<file path="config.mk">
export PLATFORM = sky130hd
export DESIGN_NAME = axi_rd_arbiter_flat
export DESIGN_NICKNAME = d
export VERILOG_FILES = /design/src/rtl/axi_rd_arbiter_if.sv /design/src/rtl/axi_rd_arbiter.sv /design/src/flat_wrapper.sv
export SDC_FILE = /design/constraint.sdc
export NUM_CORES = 1
export LEC_CHECK = 0
export CAP_MARGIN = 5
export CELL_PAD_IN_SITES_DETAIL_PLACEMENT = 1
export CELL_PAD_IN_SITES_GLOBAL_PLACEMENT = 1
export CORE_MARGIN = 3
export CORE_UTILIZATION = 23
export DETAILED_ROUTE_END_ITERATION = 10
export PLACE_DENSITY = 0.87
export SLEW_MARGIN = 10
export SYNTH_ARGS = -nofsm -noshare
export SYNTH_HDL_FRONTEND = slang
export SYNTH_SLANG_ARGS = --single-unit
export TNS_END_PERCENT = 50
</file>
<file path="constraint.sdc">
create_clock -name aclk -period 6.15 [get_ports aclk]
set_input_delay 1.5375 -clock aclk [delete_from_list [all_inputs] [get_ports aclk]]
set_output_delay 1.5375 -clock aclk [all_outputs]
set_load 0.01 [all_outputs]
</file>
<file path="src/rtl/axi_rd_arbiter_if.sv">
// Signal bundle between the read clients, the arbiter and the single AXI read port.
// The slave modport is the arbiter's view: it serves the clients' AR/R traffic and
// masters the downstream AR channel. The master modport is the opposite side
// (clients plus downstream memory), used by whatever surrounds the arbiter.
interface axi_rd_arbiter_if #(
    parameter int NUM_MASTERS = 3,
    parameter int ADDR_W      = 32,
    parameter int DATA_W      = 32,
    parameter int ID_W        = 4
);
    // client side
    logic [NUM_MASTERS-1:0]        s_arvalid;
    logic [NUM_MASTERS-1:0]        s_arready;
    logic [NUM_MASTERS*ADDR_W-1:0] s_araddr;
    logic [NUM_MASTERS*8-1:0]      s_arlen;
    logic [NUM_MASTERS*3-1:0]      s_arsize;
    logic [NUM_MASTERS-1:0]        s_rvalid;
    logic [NUM_MASTERS-1:0]        s_rready;
    logic [DATA_W-1:0]             s_rdata;
    logic [1:0]                    s_rresp;
    logic                          s_rlast;

    // downstream AXI read port
    logic [ID_W-1:0]               m_arid;
    logic [ADDR_W-1:0]             m_araddr;
    logic [7:0]                    m_arlen;
    logic [2:0]                    m_arsize;
    logic [1:0]                    m_arburst;
    logic                          m_arvalid;
    logic                          m_arready;
    logic [ID_W-1:0]               m_rid;
    logic [DATA_W-1:0]             m_rdata;
    logic [1:0]                    m_rresp;
    logic                          m_rlast;
    logic                          m_rvalid;
    logic                          m_rready;

    modport slave (
        input  s_arvalid, s_araddr, s_arlen, s_arsize, s_rready,
        input  m_arready, m_rid, m_rdata, m_rresp, m_rlast, m_rvalid,
        output s_arready, s_rvalid, s_rdata, s_rresp, s_rlast,
        output m_arid, m_araddr, m_arlen, m_arsize, m_arburst, m_arvalid, m_rready
    );

    modport master (
        output s_arvalid, s_araddr, s_arlen, s_arsize, s_rready,
        output m_arready, m_rid, m_rdata, m_rresp, m_rlast, m_rvalid,
        input  s_arready, s_rvalid, s_rdata, s_rresp, s_rlast,
        input  m_arid, m_araddr, m_arlen, m_arsize, m_arburst, m_arvalid, m_rready
    );
endinterface

</file>
<file path="src/rtl/axi_rd_arbiter.sv">
// N-client to 1-port AXI read arbiter. Round-robin grant on AR, client index used as
// the AXI ID, one outstanding burst per client, R beats steered back by ID.
//
// state | meaning
// IDLE  | no AR pending downstream; an eligible client is accepted combinationally
// ISSUE | latched AR presented on m_ar*, waiting for m_arready
module axi_rd_arbiter #(
    parameter int NUM_MASTERS = 3,
    parameter int ADDR_W      = 32,
    parameter int DATA_W      = 32,
    parameter int ID_W        = 4
) (
    input  logic                   aclk,
    input  logic                   aresetn,
    axi_rd_arbiter_if.slave        bus,
    output logic [NUM_MASTERS-1:0] busy
);
    localparam int PTR_W = $clog2(NUM_MASTERS);

    typedef enum logic {
        IDLE,
        ISSUE
    } state_t;

    state_t                 state;
    logic [PTR_W-1:0]       rr_ptr;
    logic [PTR_W-1:0]       ar_idx;
    logic [PTR_W-1:0]       grant_idx;
    logic                   grant_vld;
    logic [NUM_MASTERS-1:0] eligible;
    logic [NUM_MASTERS-1:0] busy_set;
    logic [NUM_MASTERS-1:0] busy_clr;
    logic                   rid_ok;
    logic [PTR_W-1:0]       rid_idx;

    // rr_ptr and offset are both below NUM_MASTERS, so a single subtract wraps
    function automatic logic [PTR_W-1:0] wrap_idx(input logic [PTR_W-1:0] base, input int off);
        int sum;
        sum = int'(base) + off;
        if (sum >= NUM_MASTERS) begin
            sum = sum - NUM_MASTERS;
        end
        return PTR_W'(sum);
    endfunction

    // Round-robin pick: first eligible client at or after rr_ptr. The loop walks
    // downwards so the closest candidate to rr_ptr is the last one written.
    always_comb begin
        eligible  = bus.s_arvalid & ~busy;
        grant_vld = 1'b0;
        grant_idx = '0;
        for (int k = NUM_MASTERS - 1; k >= 0; k--) begin
            if (eligible[wrap_idx(rr_ptr, k)]) begin
                grant_vld = 1'b1;
                grant_idx = wrap_idx(rr_ptr, k);
            end
        end
    end

    // Client acceptance depends on state/busy/s_arvalid only, never on m_arready
    always_comb begin
        bus.s_arready = '0;
        if (aresetn && state == IDLE && grant_vld) begin
            bus.s_arready[grant_idx] = 1'b1;
        end
    end

    // AR FSM: latch the granted client's request, hold it until the downstream handshake
    always_ff @(posedge aclk or negedge aresetn) begin
        if (!aresetn) begin
            state         <= IDLE;
            rr_ptr        <= '0;
            ar_idx        <= '0;
            bus.m_arvalid <= 1'b0;
            bus.m_arid    <= '0;
            bus.m_araddr  <= '0;
            bus.m_arlen   <= '0;
            bus.m_arsize  <= '0;
        end else begin
            case (state)
                IDLE: begin
                    if (grant_vld) begin
                        ar_idx        <= grant_idx;
                        bus.m_arid    <= ID_W'(grant_idx);
                        bus.m_araddr  <= bus.s_araddr[int'(grant_idx) * ADDR_W +: ADDR_W];
                        bus.m_arlen   <= bus.s_arlen[int'(grant_idx) * 8 +: 8];
                        bus.m_arsize  <= bus.s_arsize[int'(grant_idx) * 3 +: 3];
                        bus.m_arvalid <= 1'b1;
                        state         <= ISSUE;
                    end
                end
                ISSUE: begin
                    if (bus.m_arready) begin
                        bus.m_arvalid <= 1'b0;
                        rr_ptr        <= (ar_idx == PTR_W'(NUM_MASTERS - 1)) ? '0 : ar_idx + 1'b1;
                        state         <= IDLE;
                    end
                end
                default: begin
                    bus.m_arvalid <= 1'b0;
                    state         <= IDLE;
                end
            endcase
        end
    end

    assign bus.m_arburst = 2'b01;

    // IDs at or above NUM_MASTERS belong to nobody; those beats are sunk
    assign rid_ok  = ({1'b0, bus.m_rid} < (ID_W + 1)'(NUM_MASTERS));
    assign rid_idx = bus.m_rid[PTR_W-1:0];

    // R steering: purely combinational, no added latency
    always_comb begin
        bus.s_rvalid = '0;
        bus.m_rready = 1'b1;
        if (rid_ok) begin
            bus.m_rready = bus.s_rready[rid_idx];
            if (aresetn) begin
                bus.s_rvalid[rid_idx] = bus.m_rvalid;
            end
        end
    end

    assign bus.s_rdata = bus.m_rdata;
    assign bus.s_rresp = bus.m_rresp;
    assign bus.s_rlast = bus.m_rlast;

    // Set on AR handshake, clear on the last R handshake of that client's burst
    always_comb begin
        busy_set = '0;
        busy_clr = '0;
        if (state == ISSUE && bus.m_arready) begin
            busy_set[ar_idx] = 1'b1;
        end
        if (rid_ok && bus.m_rvalid && bus.m_rlast && bus.s_rready[rid_idx]) begin
            busy_clr[rid_idx] = 1'b1;
        end
    end

    // Outstanding-burst flags, one per client
    always_ff @(posedge aclk or negedge aresetn) begin
        if (!aresetn) begin
            busy <= '0;
        end else begin
            busy <= (busy & ~busy_clr) | busy_set;
        end
    end
endmodule

</file>
<file path="src/flat_wrapper.sv">
// flat-port wrapper written by rule: the top's interface ports become plain ports
module axi_rd_arbiter_flat 
#(
    parameter int NUM_MASTERS = 3,
    parameter int ADDR_W      = 32,
    parameter int DATA_W      = 32,
    parameter int ID_W        = 4
)
  (aclk, aresetn, busy, bus_s_arvalid, bus_s_araddr, bus_s_arlen, bus_s_arsize, bus_s_rready, bus_m_arready, bus_m_rid, bus_m_rdata, bus_m_rresp, bus_m_rlast, bus_m_rvalid, bus_s_arready, bus_s_rvalid, bus_s_rdata, bus_s_rresp, bus_s_rlast, bus_m_arid, bus_m_araddr, bus_m_arlen, bus_m_arsize, bus_m_arburst, bus_m_arvalid, bus_m_rready);
  axi_rd_arbiter_if #(.NUM_MASTERS(NUM_MASTERS), .ADDR_W(ADDR_W), .DATA_W(DATA_W), .ID_W(ID_W)) bus_i ();
  input  logic aclk;
  input  logic aresetn;
  output logic [NUM_MASTERS-1:0] busy;
  input wire logic [$bits(bus_i.s_arvalid)-1:0] bus_s_arvalid;
  input wire logic [$bits(bus_i.s_araddr)-1:0] bus_s_araddr;
  input wire logic [$bits(bus_i.s_arlen)-1:0] bus_s_arlen;
  input wire logic [$bits(bus_i.s_arsize)-1:0] bus_s_arsize;
  input wire logic [$bits(bus_i.s_rready)-1:0] bus_s_rready;
  input wire logic [$bits(bus_i.m_arready)-1:0] bus_m_arready;
  input wire logic [$bits(bus_i.m_rid)-1:0] bus_m_rid;
  input wire logic [$bits(bus_i.m_rdata)-1:0] bus_m_rdata;
  input wire logic [$bits(bus_i.m_rresp)-1:0] bus_m_rresp;
  input wire logic [$bits(bus_i.m_rlast)-1:0] bus_m_rlast;
  input wire logic [$bits(bus_i.m_rvalid)-1:0] bus_m_rvalid;
  output wire logic [$bits(bus_i.s_arready)-1:0] bus_s_arready;
  output wire logic [$bits(bus_i.s_rvalid)-1:0] bus_s_rvalid;
  output wire logic [$bits(bus_i.s_rdata)-1:0] bus_s_rdata;
  output wire logic [$bits(bus_i.s_rresp)-1:0] bus_s_rresp;
  output wire logic [$bits(bus_i.s_rlast)-1:0] bus_s_rlast;
  output wire logic [$bits(bus_i.m_arid)-1:0] bus_m_arid;
  output wire logic [$bits(bus_i.m_araddr)-1:0] bus_m_araddr;
  output wire logic [$bits(bus_i.m_arlen)-1:0] bus_m_arlen;
  output wire logic [$bits(bus_i.m_arsize)-1:0] bus_m_arsize;
  output wire logic [$bits(bus_i.m_arburst)-1:0] bus_m_arburst;
  output wire logic [$bits(bus_i.m_arvalid)-1:0] bus_m_arvalid;
  output wire logic [$bits(bus_i.m_rready)-1:0] bus_m_rready;
  assign bus_i.s_arvalid = bus_s_arvalid;
  assign bus_i.s_araddr = bus_s_araddr;
  assign bus_i.s_arlen = bus_s_arlen;
  assign bus_i.s_arsize = bus_s_arsize;
  assign bus_i.s_rready = bus_s_rready;
  assign bus_i.m_arready = bus_m_arready;
  assign bus_i.m_rid = bus_m_rid;
  assign bus_i.m_rdata = bus_m_rdata;
  assign bus_i.m_rresp = bus_m_rresp;
  assign bus_i.m_rlast = bus_m_rlast;
  assign bus_i.m_rvalid = bus_m_rvalid;
  assign bus_s_arready = bus_i.s_arready;
  assign bus_s_rvalid = bus_i.s_rvalid;
  assign bus_s_rdata = bus_i.s_rdata;
  assign bus_s_rresp = bus_i.s_rresp;
  assign bus_s_rlast = bus_i.s_rlast;
  assign bus_m_arid = bus_i.m_arid;
  assign bus_m_araddr = bus_i.m_araddr;
  assign bus_m_arlen = bus_i.m_arlen;
  assign bus_m_arsize = bus_i.m_arsize;
  assign bus_m_arburst = bus_i.m_arburst;
  assign bus_m_arvalid = bus_i.m_arvalid;
  assign bus_m_rready = bus_i.m_rready;
  axi_rd_arbiter #(.NUM_MASTERS(NUM_MASTERS), .ADDR_W(ADDR_W), .DATA_W(DATA_W), .ID_W(ID_W)) u_core (.aclk(aclk), .aresetn(aresetn), .bus(bus_i), .busy(busy));
endmodule
</file>
; After elaboration in Yosys (flattened, before gate mapping)
; Index checks and enable logic that the tools add are counted.
[op_classes]
n_addsub = 6
multipliers = 1
magnitude_cmp = 13
eq_ne = 3
n_shift = 3
muxes = 36
n_bitwise = 7
n_reduce_logical = 12
[ops]
columns = op, count
row1 = $shiftx A96 B8 Y32, 1
row2 = $shiftx A9 B32 Y3, 1
row3 = $shiftx A24 B6 Y8, 1
row4 = $lt A2 B3 Y1 const B, 6
row5 = $mux W1, 15
row6 = $mux W3, 5
row7 = $mux W2, 7
row8 = $and A3 B3 Y3, 3
row9 = $logic_and A1 B1 Y1, 9
row10 = $bmux W1 S2, 4
row11 = $demux W1 S2, 3
row12 = $ge A2 B1 Y1 const B, 3
row13 = $ge A3 B2 Y1 const B, 2
row14 = $not A3 Y3, 2
row15 = $reduce_and A2 Y1, 3
row16 = $lt A4 B2 Y1 const B, 1
row17 = $mul A2 B2 Y4 const B, 1
row18 = $pmux W1 S2, 2
row19 = $sub A2 B1 Y2 const B, 2
row20 = $add A2 B1 Y3 const B, 1
row21 = $add A2 B2 Y3 const B, 1
row22 = $or A3 B3 Y3, 1
row23 = $add A2 B1 Y2 const B, 1
row24 = $eq A2 B2 Y1 const B, 1
row25 = 5 further kinds, 5
[word_totals]
regBits = 52
output_inout_bits = 95
elab_cells = 89

; Depth between registers and ports, before layout
[logic_depth]
ltp_word = 13
mapped_depth = 10
ltp_nobuf = 7

; Least setup slack after synthesis
; OpenSTA, ideal clock, no wires.
[synth_timing]
kind = input to output
start = in bus_s_arvalid[0]
end = out bus_s_arready[1]
arrival_time_ns = 2.775
t_required_ns = 4.612
path_slack_ns = 1.838
path_stages = 5
path_buffers = 1
cell_sequence = or3b_1 > o32a_1 > a31oi_4 > buf_4 > and3_1
[synth_via]
elab_chain_cells = 11
[synth_lines]
columns = element, line
row1 = "start, declared", flat_wrapper.sv:14  ; input wire logic [$bits(bus_i.s_arvalid)-1:0] bus_s_arvalid;
row2 = $and A3 B3 Y3 *, axi_rd_arbiter.sv:49  ; eligible = bus.s_arvalid & ~busy;
row3 = $bmux W1 S2, axi_rd_arbiter.sv:53  ; if (eligible[wrap_idx(rr_ptr, k)]) begin
row4 = $mux W1 (implied by the code), axi_rd_arbiter.sv:53
row5 = $mux W2 (3 in a row), axi_rd_arbiter.sv:53
row6 = $lt A2 B3 Y1 (implied by the code) or $ge A2 B1 Y1 (tied branches), axi_rd_arbiter.sv:64  ; bus.s_arready[grant_idx] = 1'b1;
row7 = $logic_and A1 B1 Y1 (implied by the code), axi_rd_arbiter.sv:64
row8 = $mux W1 (implied by the code), axi_rd_arbiter.sv:64
row9 = $demux W1 S2, --
row10 = $mux W3 *, axi_rd_arbiter.sv:63  ; if (aresetn && state == IDLE && grant_vld) begin
row11 = "end, declared", flat_wrapper.sv:25  ; output wire logic [$bits(bus_i.s_arready)-1:0] bus_s_arready;
; Mark *: on every way between the ends. The rest lies on a longest branch, timed or not. The select of a mux whose other input is x is not followed.

; Final worst setup path
; Ends and elaborated chain as after synthesis.

==> results_dict.tcl <==
set metrics [dict create \
    portBuffers 200 \
    ys_warn_count 0 \
    setup_viol 0 \
    gp_congestion 0.805 \
    cts_made_buffers 5 \
    io_pins 273 \
    drtIter0Drc 129 \
    wl_per_cell_um 17.7 \
    crit_path_end_kind "primary output" \
    drc 0 \
    p_leak_nw 1.91 \
    final_common_cell "clkdlybuf4s50_1" \
    post-route-util 0.396 \
    cts_tree "yes" \
    grt_max_degree 45 \
    drive_gt1_frac 0.0414 \
    fillers 1489 \
    antenna_found_initial 0 \
    synth.distinct_cells 34 \
    slew_headroom 0.605 \
    fin_nets 687 \
    wl_met1_um 4290 \
    ctsLongestPathBuffers 2 \
    core_area_um2 12900 \
    cts.sinks 52 \
    rows 41 \
    dp_hpwl_um 9510 \
    critPathTopFamily "buffers and inverters" \
    cp_data_arrival_time_ns 4.01 \
    initial_core_util 0.239 \
    rrSetupSlack_ns 3.23 \
    holdPathStages 2 \
    grt_pass1_wl_um 18800 \
    hold_path.class "reg -> reg" \
    startpoint_type "input port" \
    finalMaxSlewViolations 0 \
    path_cells "clkdlybuf4s50_1 -> or3b_1 -> o32a_1 -> a31oi_4 -> and3_1 -> clkdlybuf4s50_1" \
    worstReg2RegEnd "u_core.ar_idx[0]$_DFFE_PN0P_" \
    vias_per_cell 4.77 \
    ant_nets 0 \
    p_per_area_nw_per_um2 426 \
    ff_latch_area_um2 1300 \
    ys_ff_latch 52 \
    die-area_um2 14800 \
    synth_ff_type "dfrtp_1" \
    worstSkewPairLatency_ns 0.28 \
    async_flop_share 1.00 \
    syn_inst 354 \
    htreeDepth 2 \
    synth_edf_count 0 \
    dr_wl_met2_um 6690 \
    rr_startpoint "u_core.rr_ptr[0]$_DFFE_PN0P_" \
    area_delta_synth_final_pct 65.6 \
    tns_ns 0 \
    grt_overflow 0 \
    status "finished clean" \
    hold_violations 0 \
    highest_layer "met4" \
    synth_area_per_cell_um2 8.71 \
    worst_pin_slew_ns 0.593 \
    clock.fmax_mhz 180 \
    rr_worst_depth 7 \
    hp-start "u_core.rr_ptr[0]$_DFFE_PN0P_" \
    power_mw 2.18 \
    drt_wl_total_um 12000 \
    peakVddDrop_v 0.000197 \
    path_clk_slew_ns 0.07 \
    crit_fanout 21 \
    n_antenna_cell 0 \
    cts_resized 0 \
    grt_usage 0.159 \
    multiInputGateArea_um2 1380 \
    wl_met3_um 762 \
    final_cell_mix "199 x clkdlybuf4s50_1, 52 x dfrtp_1, 49 x nor2_1, 48 x nand2_1" \
    holdBufCountCts 0 \
    max_stage_delay_ns 0.55 \
    final_cells 679 \
    cp_num_buf_inv 2 \
    cp_slowest_cell "clkdlybuf4s50_1" \
    firstDrtPassIters 4 \
    clockRootBuffer "clkbuf_16" \
    path_common_cell "clkdlybuf4s50_1" \
    post_cts_buffers 0 \
    vias 3240 \
    required_ns 4.61 \
    grt_pass1_vias 3710 \
    die_w_um 122 \
    die_h_um 122 \
    synth_area_um2 3080 \
    drv_cap 0 \
    fin_skew_ns 0.00421 \
    rsz0062_at_grt "no" \
    fin_crit_ns 5.55 \
    place_inst 672 \
    hold_end "u_core.rr_ptr[0]$_DFFE_PN0P_" \
    path_class "in -> out" \
    post-route-period-util 0.902 \
    synth-seq-area-share 0.422 \
]
worst min-delay path, stage by stage (launching register included):
cell and delay (ns):
dfrtp_1 0.38, nand2_1 0.06, o31ai_1 0.06
kinds of logic after synthesis:
kind of cell / count (synthesis) / share of synthesized area
compound gates: 103 / 0.239
fa+ha+maj: 2 / 0.00812
buf+inv: 66 / 0.136
flops: 52 / 0.422
mux: 3 / 0.0106
other cells: 2 / 0.00244
simple gates: 126 / 0.181
flip-flops by register name (all words and copies together) (netlist names):
name / count
u_core.rr_ptr: 2
u_core.state: 1
u_core.busy: 3
u_core.ar_idx: 2
u_core.bus.m_araddr: 32
u_core.bus.m_arvalid: 1
u_core.bus.m_arsize: 3
u_core.bus.m_arlen: 8
Yosys cell counts (2+ instances only):
cell | count | share of area
dfrtp_1 | 52 | 0.42
o31ai_1 | 2 | 0.0049
inv_1 | 4 | 0.0049
nor2b_1 | 3 | 0.0061
nor3b_1 | 2 | 0.0049
or3_1 | 2 | 0.0041
nand3_1 | 5 | 0.0081
nand2b_1 | 4 | 0.0081
a22oi_1 | 43 | 0.10
buf_4 | 42 | 0.10
clkbuf_1 | 9 | 0.011
o21a_1 | 2 | 0.0049
and3_1 | 4 | 0.0081
nor3_1 | 2 | 0.0032
o21ai_0 | 3 | 0.0049
ha_1 | 2 | 0.0081
a31oi_1 | 43 | 0.087
a22o_1 | 2 | 0.0057
a21oi_1 | 2 | 0.0032
mux2_2 | 2 | 0.0073
o41ai_1 | 2 | 0.0057
and2_1 | 3 | 0.0061
buf_2 | 11 | 0.018
a211oi_2 | 2 | 0.0081
nor2_1 | 49 | 0.060
conb_1 | 2 | 0.0024
nand2_1 | 48 | 0.058
per-stage QoR:
stage	setup slack, ns	hold slack (ns)	cell area [µm²]
2_1_floorplan	1.84	0.477	3090
3_3_place_gp	0.657	0.501	4950
3_5_place_dp	0.631	0.521	4950
4_1_cts	0.608	0.538	5100
5_1_grt	0.485	0.569	5100
6_report	0.603	0.534	5100
power by group:
part / total [mW] / switching, mW / internal (mW) / leakage (nW)
logic: 1.25 / 0.638 / 0.614 / 1.25
registers: 0.630 / 0.112 / 0.518 / 0.585
clock network: 0.294 / 0.123 / 0.171 / 0.0760
total: 2.18 / 0.873 / 1.30 / 1.91
worst max path at each step:
stage,from,to,cells past startpoint
2_1_floorplan,bus_s_arvalid[0],bus_s_arready[1],5
3_3_place_gp,bus_s_arvalid[0],bus_s_arready[0],6
3_5_place_dp,bus_s_arvalid[0],bus_s_arready[1],6
4_1_cts,bus_s_arvalid[0],bus_s_arready[1],6
5_1_grt,bus_s_arvalid[0],bus_s_arready[1],6
6_report,bus_s_arvalid[0],bus_s_arready[1],6
routing by layer:
layer / up-vias / GRT usage
met4: 0 / 0.0518
li1: 1525 / -
met2: 118 / 0.314
met3: 26 / 0.0376
met5: - / 0
met1: 1571 / 0.162
area by class of cell:
cell class | instances | area share
Timing Repair Buffer | 206 | 0.400
Sequential cell | 52 | 0.255
Inverter | 4 | 0.00294
Clock buffer | 7 | 0.0299
Multi-Input combinational cell | 238 | 0.270
Tap cell | 172 | 0.0422
Power figures use the tool's default switching activity.
